`config.mk`:
```
export PLATFORM = sky130hd
export DESIGN_NAME = spi_master
export DESIGN_NICKNAME = d
export VERILOG_FILES = /design/src/rtl/spi_master.sv
export SDC_FILE = /design/constraint.sdc
export NUM_CORES = 1
export LEC_CHECK = 0
export ABC_CLOCK_PERIOD_IN_PS = 2400
export BUFFER_PORTS_ARGS = -buffer_cell sky130_fd_sc_hd__buf_4
export CAP_MARGIN = 0
export CELL_PAD_IN_SITES_DETAIL_PLACEMENT = 2
export CELL_PAD_IN_SITES_GLOBAL_PLACEMENT = 2
export CORE_ASPECT_RATIO = 1.75
export CORE_MARGIN = 4
export CORE_UTILIZATION = 39
export DETAILED_ROUTE_END_ITERATION = 10
export GPL_TIMING_DRIVEN = 0
export PLACE_DENSITY_LB_ADDON = 0.1
export SYNTH_ARGS = -nofsm -noshare
export SYNTH_HDL_FRONTEND = slang
export SYNTH_SLANG_ARGS = --single-unit
export TNS_END_PERCENT = 100
```
`constraint.sdc`:
```
create_clock -name clk -period 2.4 [get_ports clk]
set_clock_uncertainty 0.15 [all_clocks]
set_input_delay 0.6 -clock clk [delete_from_list [all_inputs] [get_ports clk]]
set_output_delay 0.6 -clock clk [all_outputs]
set_load 0.01 [all_outputs]
```
`src/rtl/spi_master.sv`:
```
// Byte-oriented SPI master: mode 0, MSB first, active-low chip select.
// Chip select stays low across a burst; the byte flagged tx_last closes the frame.
module spi_master #(
    parameter int CLK_DIV = 4,
    parameter int DIV_W   = 8
) (
    input  logic       clk,
    input  logic       rst,
    input  logic [7:0] tx_data,
    input  logic       tx_valid,
    input  logic       tx_last,
    output logic       tx_ready,
    output logic [7:0] rx_data,
    output logic       rx_valid,
    output logic       busy,
    output logic       spi_cs,
    output logic       spi_sck,
    output logic       spi_si,
    input  logic       spi_so
);

    typedef enum logic [2:0] {
        IDLE,
        LEAD,
        SHIFT,
        WAIT,
        TRAIL,
        GAP
    } state_t;

    localparam logic [DIV_W-1:0] DIV_MAX = DIV_W'(CLK_DIV - 1);

    state_t           state, state_nxt;
    logic [DIV_W-1:0] div, div_nxt, div_step;
    logic [2:0]       bit_cnt, bit_cnt_nxt;
    logic [6:0]       tx_sh, tx_sh_nxt;
    logic [7:0]       rx_sh, rx_sh_nxt;
    logic [7:0]       rx_data_nxt;
    logic             last, last_nxt;
    logic             cs_nxt, sck_nxt, si_nxt, rx_valid_nxt;
    logic             tick, accept;

    assign tick     = (div == DIV_MAX);
    assign div_step = tick ? '0 : div + DIV_W'(1);
    assign tx_ready = (state == IDLE) || (state == WAIT);
    assign accept   = tx_valid && tx_ready;
    assign busy     = (state != IDLE);

    always_ff @(posedge clk or posedge rst) begin
        if (rst) begin
            state    <= IDLE;
            div      <= '0;
            bit_cnt  <= '0;
            tx_sh    <= '0;
            rx_sh    <= '0;
            rx_data  <= '0;
            rx_valid <= 1'b0;
            last     <= 1'b0;
            spi_cs   <= 1'b1;
            spi_sck  <= 1'b0;
            spi_si   <= 1'b0;
        end else begin
            state    <= state_nxt;
            div      <= div_nxt;
            bit_cnt  <= bit_cnt_nxt;
            tx_sh    <= tx_sh_nxt;
            rx_sh    <= rx_sh_nxt;
            rx_data  <= rx_data_nxt;
            rx_valid <= rx_valid_nxt;
            last     <= last_nxt;
            spi_cs   <= cs_nxt;
            spi_sck  <= sck_nxt;
            spi_si   <= si_nxt;
        end
    end

    // Every SPI pin is computed here and registered above, so the pins never glitch.
    always_comb begin
        state_nxt    = state;
        div_nxt      = div;
        bit_cnt_nxt  = bit_cnt;
        tx_sh_nxt    = tx_sh;
        rx_sh_nxt    = rx_sh;
        rx_data_nxt  = rx_data;
        rx_valid_nxt = 1'b0;
        last_nxt     = last;
        cs_nxt       = spi_cs;
        sck_nxt      = spi_sck;
        si_nxt       = spi_si;

        case (state)
            IDLE, WAIT: begin
                if (accept) begin
                    tx_sh_nxt   = tx_data[6:0];
                    last_nxt    = tx_last;
                    cs_nxt      = 1'b0;
                    si_nxt      = tx_data[7];
                    div_nxt     = '0;
                    bit_cnt_nxt = '0;
                    state_nxt   = LEAD;
                end
            end

            LEAD: begin
                div_nxt = div_step;
                if (tick) begin
                    state_nxt = SHIFT;
                end
            end

            // Rising SCK samples spi_so; falling SCK advances spi_si, except after bit 0.
            SHIFT: begin
                div_nxt = div_step;
                if (tick) begin
                    if (!spi_sck) begin
                        sck_nxt   = 1'b1;
                        rx_sh_nxt = {rx_sh[6:0], spi_so};
                    end else begin
                        sck_nxt = 1'b0;
                        if (bit_cnt == 3'd7) begin
                            rx_data_nxt  = rx_sh;
                            rx_valid_nxt = 1'b1;
                            state_nxt    = last ? TRAIL : WAIT;
                        end else begin
                            bit_cnt_nxt = bit_cnt + 3'd1;
                            si_nxt      = tx_sh[6];
                            tx_sh_nxt   = {tx_sh[5:0], 1'b0};
                        end
                    end
                end
            end

            TRAIL: begin
                div_nxt = div_step;
                if (tick) begin
                    cs_nxt    = 1'b1;
                    si_nxt    = 1'b0;
                    state_nxt = GAP;
                end
            end

            GAP: begin
                div_nxt = div_step;
                if (tick) begin
                    state_nxt = IDLE;
                end
            end

            default: begin
                state_nxt = IDLE;
            end
        endcase
    end

endmodule

```
; ---- Word-level counts from Yosys, hierarchy flattened
; Cells that the tools add are included.
[totals]
regBits = 42
out_inout_bits = 14
word_cells = 84
[classes]
add_sub_neg = 2
n_eq_ne = 15
mux = 36
bitwise_logic = 1
n_reduce_logical = 19
[ops]
columns = op, count
row1 = 2-to-1 mux 3 bit, 12
row2 = 2-to-1 mux 7 bit, 4
row3 = 2-to-1 mux 8 bit, 2
row4 = inequality test 2 bit (second input constant), 8
row5 = case mux 8 bit (2 select lines), 1
row6 = case mux 3 bit (5 select lines), 1
row7 = case mux 7 bit (2 select lines), 1
row8 = 2-to-1 mux 1 bit, 12
row9 = == test 3 bit (second input constant), 3
row10 = adder 8 x 1 -> 8 bit (second input constant), 1
row11 = == test 8 x 2 -> 1 bit (second input constant), 1
row12 = AND reduction 7 bit, 1
row13 = == test 3 x 2 -> 1 bit (second input constant), 2
row14 = case mux 3 bit (2 select lines), 1
row15 = AND reduction 2 bit, 3
row16 = AND reduction 3 bit, 2
row17 = AND reduction 6 bit, 1
row18 = nonzero test 2 bit, 3
row19 = nonzero test 3 bit, 2
row20 = AND reduction 5 bit, 1
row21 = AND reduction 4 bit, 1
row22 = OR reduction 4 bit, 1
row23 = adder 3 x 1 -> 3 bit (second input constant), 1
row24 = == test 3 x 1 -> 1 bit (second input constant), 1
row25 = other kinds (7), 7

; ---- Logic depth before layout (Yosys ltp)
[logic_depth]
word_depth = 5
mapped_depth = 6
depth_no_buf = 6

; ---- Worst setup path before layout
; No wires, ideal clock.
[synth_timing]
path_kind = reg-to-reg
from = reg div[0]
to = reg rx_sh[0]
arrival_ps = 1719
required_ps = 2125
slack_ps = 406
path_stages_with_launch = 6
path_buffers = 0
synth_period_minus_slack_ps = 1994
cell_sequence = dfrtp_1 > ha_1 > nor4b_4 > nand2_1 > nor3_4 > mux2_4
[synth_between]
elab_chain_cells = 2
[synth_rtl]
columns = element, line
row1 = "start, declared", 34  ; logic [DIV_W-1:0] div, div_nxt, div_step;
row2 = "start signal, assigned", 64  ; div <= div_nxt;
row3 = == test 8 x 2 -> 1 bit, 43  ; assign tick = (div == DIV_MAX);
row4 = AND reduction 3 bit (no source line), -
row5 = "end signal, assigned", 67  ; rx_sh <= rx_sh_nxt;
row6 = "end, declared", 37  ; logic [7:0] rx_sh, rx_sh_nxt;
; No other way between the ends.
; A chain may end at the register's enable or synchronous reset.

; ---- Worst setup path after layout
[layout_timing]
from = reg div[2]
to = reg rx_data[2]
[layout_between]
elab_chain_cells = 2
[layout_rtl]
columns = element, line
row1 = == test 8 x 2 -> 1 bit, 43
row2 = AND reduction 4 bit (no source line), -
row3 = "end signal, assigned", 68  ; rx_data <= rx_data_nxt;
row4 = "end, declared", 13  ; output logic [7:0] rx_data,
; No other way between the ends.

==> summary.md <==
| Metric | Value |
|---|---|
| Inst Count DP | `278` |
| CTS tree | `yes` |
| Die area | `0.006832 mm2` |
| Sw Ratio | `36.16%` |
| WP data required | `2.43 ns` |
| Commonest non-fill, non-tap cell in the layout | `dfrtp_1` |
| Core area | `0.005299 mm2` |
| Maximum clock path buffer count | `2` |
| Vias/cell | `5.296` |
| I/O pin cnt | `27` |
| Starting DRT DRC Count | `58` |
| Max-slew violations | `0` |
| Seq pwr share | `43.0%` |
| Post-route setup TNS | `0 ns` |
| CTS Sinks | `42` |
| Worst Hold Class | `input pin to asynchronous set/reset pin` |
| Synth Register Bits | `42` |
| Share of the synthesized area in the top cell type | `47.56%` |
| Finish-stage setup viols | `0` |
| Most frequent cells in the layout | `dfrtp_1 (41), buf_4 (27), mux2_4 (16)` |
| Status | `finished clean` |
| Final setup margin | `0.09639 ns` |
| Die width | `64.22 um` |
| Initial antenna violation count | `0` |
| Htree depth | `2` |
| RSZ-0062 raised after global routing | `false` |
| Final total power | `2.336 mW` |
| Fillers | `551` |
| P per Cell Area | `910.4 mW/mm2` |
| Worst-path clk slew | `0.08 ns` |
| Clk pwr share | `20.4%` |
| Synth Warn # | `0` |
| Syn nets | `194` |
| Final-stage net count | `228` |
| Worst Path Max Fanout | `9` |
| Largest net degree at the start of global routing | `43` |
| Num rows | `35` |
| Ys async rst share | `100.0%` |
| Drc violations | `0` |
| TritonCTS buffer count | `5` |
| CP Capture Type | `register` |
| Critical Path Start Type | `register` |
| Placer Congestion | `0.7977` |
| Post-synth top flop | `dfrtp_1` |
| Placement Setup Slack | `-0.006043 ns` |
| Syn avg cell area | `12.12 um2` |
| Endpoints failing hold | `0` |
| Cell Int Power | `1.491 mW` |
| Layout area overhead | `18.97%` |
| Die height | `106.4 um` |
| I/O Buffers | `26` |
| Comb pwr share | `36.6%` |
| GRT Overall Usage | `16.55%` |
| Max Cap Viol | `0` |
| Crit path kind | `register to register` |
| Layout Cells excl Fill | `287` |
| Drt pass-1 iters | `3` |
| Final wirelength | `5203 um` |
| Worst r2r path cells | `5` |
| Peak supply drop | `0.4604 mV` |
| Largest cells by area after synthesis | `dfrtp_1 (48%), mux2_4 (11%), mux2_1 (6.8%)` |
| Global route overflow | `0` |
| Slew @ Worst Pin | `0.8952 ns` |
| Hold-fix buffers, CTS | `0` |
| Diodes inserted | `0` |
| Yosys cell types | `48` |
| Leak Pwr | `1.212 nW` |
| Dpl hpwl | `3988 um` |
| Vias in the first global route | `1761` |
| First-pass GRT wire length | `8783 um` |
| DRT antenna net count | `0` |
| Yosys top cell by area | `dfrtp_1` |
| Number of flops mapped to enable cells by yosys | `0` |
| Sequential share of the synthesized area | `48.78%` |
| Root Buffer | `clkbuf_8` |
| Clock Latency Late Sink | `0.30 ns` |
| Layout cells sized above 1 | `31.92%` |
| Switch Pwr | `844.9 uW` |
| Mapped cell area | `0.002157 mm2` |
| Fin crit period | `2.304 ns` |
| Max frequency | `434.1 MHz` |
| Period utilization | `95.98%` |
| Post-synthesis instance total | `178` |
| Max_slew headroom | `40.23%` |
| Starting Density | `40.71%` |
| Via count | `1520` |
| Arr. time, crit path | `2.33 ns` |
| WL/cell | `18.13 um` |
[layer usage]
metal	vias to the layer above	share of wire (%)	GRT usage, %
li1	706	-	-
met4	0	1.1	4.690
met1	787	37	16.78
met5	-	0	0
met2	19	59	32.42
met3	8	3.0	3.911
[metrics by stage]
stage          instance area (um2)  hold WS, ns  util (%)
3_3_place_gp                  2445       0.3180     46.14
3_5_place_dp                  2445       0.3341     46.14
5_1_grt                       2566       0.3705     48.43
4_1_cts                       2541       0.3545     47.96
6_report                      2566       0.3473     48.43
2_1_floorplan                 2157       0.3144         -
[registers in the layout, indices dropped and copies added, names as in the netlist]
register and flops:
state 3, rx_valid 1, last 1, div 8, spi_sck 1, bit_cnt 3
tx_sh 7, rx_data 8, spi_cs 1, rx_sh 8, spi_si 1
[path summary, 6_finish.rpt]
kind / from / end / slack [ns]
worst max-delay path: div[2] / rx_data[2] / 0.1
worst min-delay path: rst / rx_data[0] / 0.35
worst max register to register: div[2] / rx_data[2] / 0.1
worst min register to register: spi_si / spi_si / 0.35
max in group asynchronous: rst / div[3] / 1.19
min in group clk: spi_si / spi_si / 0.35
[synth_stat cells (all sizes together) (2+ instances only)]
master and instances:
buf 6, and3 3, a41oi 2, ha 3
mux2 31, nor3b 2, a31oi 6, dfrtp 41
mux2i 2, o21ai 6, nand2b 5, o31ai 2
or2 2, nor4b 2, nor3 3, clkbuf 3
a21oi 7, a22o 3, nand3 4, or3 2
nor2 10, nand2 7, inv 7, xor2 3
[power by group through the flow]
stage,clock network (mW),registers (mW),logic [mW]
6_report,0.477,1.00,0.854
5_1_grt,0.537,1.03,0.943
4_1_cts,0.501,1.01,0.865
3_5_place_dp,0,1.02,0.858
3_3_place_gp,0,1.00,0.805
2_1_floorplan,0,0.972,0.638
[logic make-up (layout without fill, tap and decap cells)]
| logic type | count (synthesis) | count (layout) | synth area share [%] |
|---|---|---|---|
| fa+ha+maj | 3 | 3 | 1.740 |
| compound gates | 35 | 35 | 11.37 |
| xor+xnor | 4 | 4 | 1.624 |
| buf+inv | 16 | 51 | 3.828 |
| mux | 33 | 33 | 19.90 |
| simple gates | 45 | 45 | 12.76 |
| flops | 42 | 42 | 48.78 |
[cell type report]
cell class / count / area [um2] / area share, %
inverter: 7 / 26.28 / 1.024
multi-input combinational: 120 / 1027 / 40.03
buffer: 9 / 58.81 / 2.292
clock buffer: 5 / 68.82 / 2.682
timing repair buffer: 27 / 215.2 / 8.386
clock inverter: 3 / 25.02 / 0.9751
tap: 74 / 92.59 / 3.608
sequential: 42 / 1052 / 41.00
[worst max-delay path, cell delays in order, from the launching register on]
cell	delay (ns)
dfrtp_1	0.47
nor3_1	0.51
nand2_2	0.21
nor3b_1	0.23
clkbuf_4	0.26
mux2_1	0.35
[timing repair]
action,CTS,global route
setup endpoints to repair,9,16
hold endpoints to repair,0,0
setup buffers,0,1
pin swaps,0,1
gates resized for setup,1,2
Power figures use the tool's default switching activity.
